## src/rtl/ccg_parity_pipe.sv

```systemverilog
// ccg_parity_pipe: two-stage configurable parity/AND reduction pipeline with per-channel config.
module ccg_parity_pipe #(
  parameter int N_IN = 29,
  parameter int N_OUT = 27,
  parameter int CNT_W = 16,
  localparam int IW = (N_OUT > 1) ? $clog2(N_OUT) : 1
) (
  input  logic             clk,
  input  logic             rst_n,
  input  logic             in_valid,
  output logic             in_ready,
  input  logic [N_IN-1:0]  x,
  output logic             out_valid,
  input  logic             out_ready,
  output logic [N_OUT-1:0] f,
  input  logic             cfg_we,
  input  logic [IW-1:0]    cfg_idx,
  input  logic [N_IN-1:0]  cfg_mask,
  input  logic             cfg_mode,
  input  logic             cfg_inv,
  output logic [CNT_W-1:0] res_count
);
  logic [N_IN-1:0]  mask_q [N_OUT];
  logic [N_IN-1:0]  mask_d [N_OUT];
  logic [N_OUT-1:0] mode_q, mode_d, inv_q, inv_d;
  logic [N_IN-1:0]  s1_mask_q [N_OUT];
  logic [N_IN-1:0]  s1_mask_d [N_OUT];
  logic [N_OUT-1:0] s1_mode_q, s1_mode_d, s1_inv_q, s1_inv_d;
  logic [N_IN-1:0]  s1_x_q, s1_x_d;
  logic             s1_valid_q, s1_valid_d, out_valid_q, out_valid_d;
  logic [N_OUT-1:0] f_q, f_d, f_calc;
  logic [CNT_W-1:0] res_count_q, res_count_d;
  logic             s2_load, s1_adv;
  assign s2_load   = s1_valid_q && (!out_valid_q || out_ready);
  assign s1_adv    = !s1_valid_q || s2_load;
  assign in_ready  = !(s1_valid_q && out_valid_q && !out_ready);
  assign out_valid = out_valid_q;
  assign f         = f_q;
  assign res_count = res_count_q;
  // Out-of-range cfg_idx matches no channel, so the write is dropped.
  always_comb begin
    mask_d = mask_q;
    mode_d = mode_q;
    inv_d  = inv_q;
    for (int k = 0; k < N_OUT; k++) begin
      if (cfg_we && cfg_idx == IW'(k)) begin
        mask_d[k] = cfg_mask;
        mode_d[k] = cfg_mode;
        inv_d[k]  = cfg_inv;
      end
    end
  end
  // S1 snapshots the pre-write configuration alongside x.
  always_comb begin
    s1_valid_d = s1_adv ? in_valid : s1_valid_q;
    s1_x_d     = s1_adv ? x : s1_x_q;
    s1_mask_d  = s1_adv ? mask_q : s1_mask_q;
    s1_mode_d  = s1_adv ? mode_q : s1_mode_q;
    s1_inv_d   = s1_adv ? inv_q : s1_inv_q;
  end
  always_comb begin
    f_calc = '0;
    for (int k = 0; k < N_OUT; k++)
      f_calc[k] = (s1_mode_q[k] ? &(s1_x_q | ~s1_mask_q[k]) : ^(s1_x_q & s1_mask_q[k])) ^ s1_inv_q[k];
    f_d         = s2_load ? f_calc : f_q;
    out_valid_d = s2_load ? 1'b1 : (out_ready ? 1'b0 : out_valid_q);
    res_count_d = res_count_q + CNT_W'(out_valid_q && out_ready);
  end
  always_ff @(posedge clk or negedge rst_n) begin
    if (!rst_n) begin
      mask_q      <= '{default: '1};
      mode_q      <= '0;
      inv_q       <= '0;
      s1_mask_q   <= '{default: '0};
      s1_mode_q   <= '0;
      s1_inv_q    <= '0;
      s1_x_q      <= '0;
      s1_valid_q  <= 1'b0;
      out_valid_q <= 1'b0;
      f_q         <= '0;
      res_count_q <= '0;
    end else begin
      mask_q      <= mask_d;
      mode_q      <= mode_d;
      inv_q       <= inv_d;
      s1_mask_q   <= s1_mask_d;
      s1_mode_q   <= s1_mode_d;
      s1_inv_q    <= s1_inv_d;
      s1_x_q      <= s1_x_d;
      s1_valid_q  <= s1_valid_d;
      out_valid_q <= out_valid_d;
      f_q         <= f_d;
      res_count_q <= res_count_d;
    end
  end
endmodule

```

## config.mk

```make
export PLATFORM = sky130hd
export DESIGN_NAME = ccg_parity_pipe
export DESIGN_NICKNAME = d
export VERILOG_FILES = /design/src/rtl/ccg_parity_pipe.sv
export SDC_FILE = /design/constraint.sdc
export NUM_CORES = 2
export LEC_CHECK = 0
export CORE_MARGIN = 4
export CORE_UTILIZATION = 65
export CTS_CLUSTER_SIZE = 25
export DETAILED_ROUTE_END_ITERATION = 10
export PLACE_DENSITY_LB_ADDON = 0.25
export SYNTH_ARGS = -nofsm -noshare
export SYNTH_HDL_FRONTEND = slang
export SYNTH_SLANG_ARGS = --single-unit
```

## constraint.sdc

```tcl
create_clock -name clk -period 4.1 [get_ports clk]
set_input_delay 0.41 -clock clk [delete_from_list [all_inputs] [get_ports clk]]
set_output_delay 0.41 -clock clk [all_outputs]
set_load 0.1 [all_outputs]
```

==> impl_summary.txt <==
----------------------------------------------------
[Layout]
  Total number of nets in the final design ... 6,312
  Footprint of the flip-flops and latches ... 0.0448 mm^2
  End-of-flow core utilization ... 0.733
  Syn-to-layout area delta ... 11.8%
  Final std cell area, no fill ... 0.0908 mm^2
  Count of filler cells inserted in the layout ... 7,922
  Fraction of final layout cells with drive strength greater than 1 ... 0.479
  Combined area of the multi-input logic cells ... 0.0348 mm^2

[Yosys]
  Sequential element share of the synthesized area ... 0.550
  Most common library cells after synthesis ... sky130_fd_sc_hd__mux2_2 (1,673), sky130_fd_sc_hd__dfrtp_1 (965), sky130_fd_sc_hd__nand2_1 (932)
  Unique cell type count in the Yosys netlist ... 42
  Top post-synthesis cells by area ... sky130_fd_sc_hd__dfrtp_1 (30%), sky130_fd_sc_hd__dfstp_2 (25%), sky130_fd_sc_hd__mux2_2 (23%), sky130_fd_sc_hd__xnor2_1 (5.0%), sky130_fd_sc_hd__nand2_1 (4.3%)
  Ys flop type ... sky130_fd_sc_hd__dfrtp_1
  Synth Register Bits ... 1,748
  Number of warnings printed during yosys synthesis ... 0
  Post-synthesis average cell area ... 13.2 um^2
  Most area-hungry cell type in the Yosys netlist ... sky130_fd_sc_hd__dfrtp_1
  Async set or reset register ratio after synthesis ... 1.00
  Post-Synthesis Net Count ... 6,226
  Top-count cell post-synth ... sky130_fd_sc_hd__mux2_2
  Post-synthesis instance area ... 0.0812 mm^2
  Post-synth EDFFs ... 0
  Post-synthesis instance total ... 6,154
  Share of Yosys cell area claimed by the top area cell type ... 0.297

[Clock tree]
  Setup repair bufs after CTS ... 0
  Clock insertion delay at the later pin of the skew report ... 0.81 ns
  H-Tree Level Count ... 4
  Hold-fix buffers, CTS ... 2
  Clock buffer count from CTS ... 177
  TritonCTS sink count ... 1,748
  Root buffer cell ... sky130_fd_sc_hd__clkbuf_16
  Post-cts repair resize count ... 0
  Clock transition at the register clock pins on the worst setup and hold paths after CTS ... 0.07 ns
  Clock tree from TritonCTS ... built
  Maximum number of buffers from clock root to sink ... 3

[Detailed routing]
  Overall routed net length ... 266,000 um
  Initial detailed-routing violation count ... 7,225
  Routed via count ... 54,412
  Via/cell ratio ... 6.76
  DRC violations left ... 0
  ANT nets after route ... 0
  Routed wire per std cell ... 33.0 um
  First-pass iteration count of the detailed router ... 6

[Floorplanning]
  Effective utilization at floorplan ... 0.655
  Number of rows created at floorplan ... 129
  Horiz. Die Dim ... 362 um
  Die area ... 0.131 mm^2
  Standard cell core area ... 0.124 mm^2
  Floorplan die height ... 362 um
  Number of top-level design ports ... 115

[STA]
  Worst rel slew slack ... 0.124
  Post-layout min period ... 3.27 ns
  Tcrit/Tclk final ... 0.797
  Setup TNS ... 0 ns
  Maximum clock frequency ... 306 MHz
  Final max-slew violation count ... 0
  Slew at the pin closest to its max-slew limit ... 1.31 ns
  Hold violation count in the final report ... 0
  # setup viols final ... 0
  Worst clock skew ... 0.0276 ns
  RSZ-0062 raised after global routing ... false

[Placed design]
  Total cell area at the placement stage ... 0.0846 mm^2
  Port bufs ... 114
  HPWL after DPL ... 164,000 um
  RD Place Congestion ... 0.966

[Hold path]
  Class of the worst hold path ... in2reg

[Power]
  Leak Pwr ... 0.0394 uW
  NetSw ... 18,800 uW
  Cell area power density ... 658 mW/mm^2
  Seq pwr share ... 0.429
  Worst IR drop on VDD ... 0.635 mV
  Proportion of power drawn by the clock network ... 0.283
  Switching Share ... 0.314
  Portion of total power attributed to combinational logic ... 0.288
  Internal power contribution ... 41,000 uW

[Global routing]
  Global-route wire length before repair ... 382,000 um
  Number of antenna violations at the first check in global routing ... 28
  GRT Util Overall ... 0.405
  Vias in the first global route ... 54,729
  Remaining global-route overflow ... 0
  Maximum number of pins on one net before global-route repair ... 145

[Critical path]
  Req. time, crit path ... 4.76 ns
  Kind of critical path ... reg2reg
  Critical Path AT ... 3.93 ns
  CP Cell Sequence ... inv_2 -> a22oi_1 -> nand2_1 -> a2111oi_0 -> nand4_1 -> o21ai_0 -> xnor2_1 -> o21ai_0
  Worst setup SP type ... register
  Total buffers and inverters traversed by the critical path ... 1
  Crit. End Element ... register
  Cell with the largest stage delay on the worst path ... sky130_fd_sc_hd__dfrtp_2
  Kind of cell adding the most delay to the critical path ... compound AO/OA/AOI/OAI gates
  Most frequent cell on the critical path ... sky130_fd_sc_hd__o21ai_0
  Delay contributed by the slowest stage of the critical path ... 0.79 ns
  Top fanout value on the critical path ... 28

[Flow run]
  Number of violations of the max-capacitance limit ... 0

[Run status]
  Status ... finished clean

----------------------------------------------------
[kinds of logic after synthesis]
kind of cell,Yosys count,synth area share
compound gates,489,0.0448
xor+xnor,689,0.0926
fa+ha+maj,2,0.000308
buf+inv,432,0.0211
flops,1748,0.550
mux,1673,0.232
simple gates,1121,0.0588
[metrics by stage]
stage / hold slack [ns] / total power (uW) / worst slack (ns) / cells
2_1_floorplan: 0.114 / 37300 / 0.902 / 6154
3_3_place_gp: 0.404 / 41800 / 1.04 / 7696
3_5_place_dp: 0.405 / 42500 / 1.00 / 7696
4_1_cts: 0.127 / 59400 / 1.04 / 8032
5_1_grt: 0.152 / 61800 / 0.892 / 8033
6_report: 0.168 / 59800 / 0.833 / 8047
[registers in the layout, summed over array words and instances (netlist names)]
name and flops:
s1_mode_q 27, s1_x_q 29, s1_mask_q 783, res_count 16
mask_q 783, inv_q 27, f 27, out_valid 1
s1_valid_q 1, s1_inv_q 27, mode_q 27
[placed cells by master, fill, tap and decap left out, drive strengths merged, types with 33 or more instances in the layout]
| master | count |
|---|---|
| a22o | 33 |
| a22oi | 312 |
| and3 | 33 |
| and3b | 53 |
| buf | 225 |
| clkbuf | 270 |
| clkdlybuf4s50 | 81 |
| dfrtp | 965 |
| dfstp | 783 |
| inv | 39 |
| mux2 | 1673 |
| nand2 | 933 |
| o21ai | 83 |
| xnor2 | 468 |
| xnor3 | 108 |
| xor2 | 113 |
[final timing paths]
path / from / end / slack [ns] / cells after the start
worst max-delay path: s1_x_q[2] / f[0] / 0.83 / 8
worst min-delay path: in_valid / s1_valid_q / 0.17 / 2
worst max register to register: s1_x_q[2] / f[0] / 0.83 / 8
worst min register to register: res_count[15] / res_count[15] / 0.49 / 1
max in group asynchronous: rst_n / mask_q[521] / 2.55 / 4
min in group asynchronous: rst_n / s1_mask_q[721] / 0.20 / 2
[worst reg2reg max path, cell delays in order (launching register included)]
cell,delay [ns]
sky130_fd_sc_hd__dfrtp_2,0.79
sky130_fd_sc_hd__inv_2,0.71
sky130_fd_sc_hd__a22oi_1,0.41
sky130_fd_sc_hd__nand2_1,0.07
sky130_fd_sc_hd__a2111oi_0,0.58
sky130_fd_sc_hd__nand4_1,0.17
sky130_fd_sc_hd__o21ai_0,0.15
sky130_fd_sc_hd__xnor2_1,0.16
sky130_fd_sc_hd__o21ai_0,0.08
[metal layers]
metal  GRT usage  share of wire
met1       0.543           0.37
met2       0.587           0.43
met3       0.136           0.14
met4       0.224          0.068
met5           0        0.00020
[layout make-up]
class	instances	area share
Sequential cell	1748	0.493
Clock buffer	270	0.0581
Clock inverter	64	0.00945
Antenna cell	15	0.000413
Tap cell	1637	0.0226
Multi-Input combinational cell	3974	0.384
Timing Repair Buffer	308	0.0317
Inverter	31	0.00128
[power by group through the flow]
stage | combinational [uW] | sequential (uW) | clock [uW]
after floorplan | 12200 | 25000 | 0
after global placement | 16400 | 25400 | 0
after detailed placement | 16900 | 25600 | 0
after CTS | 17000 | 25400 | 17000
after global routing | 18100 | 25900 | 17800
final | 17200 | 25600 | 16900
(Power assumes the default switching activity.)
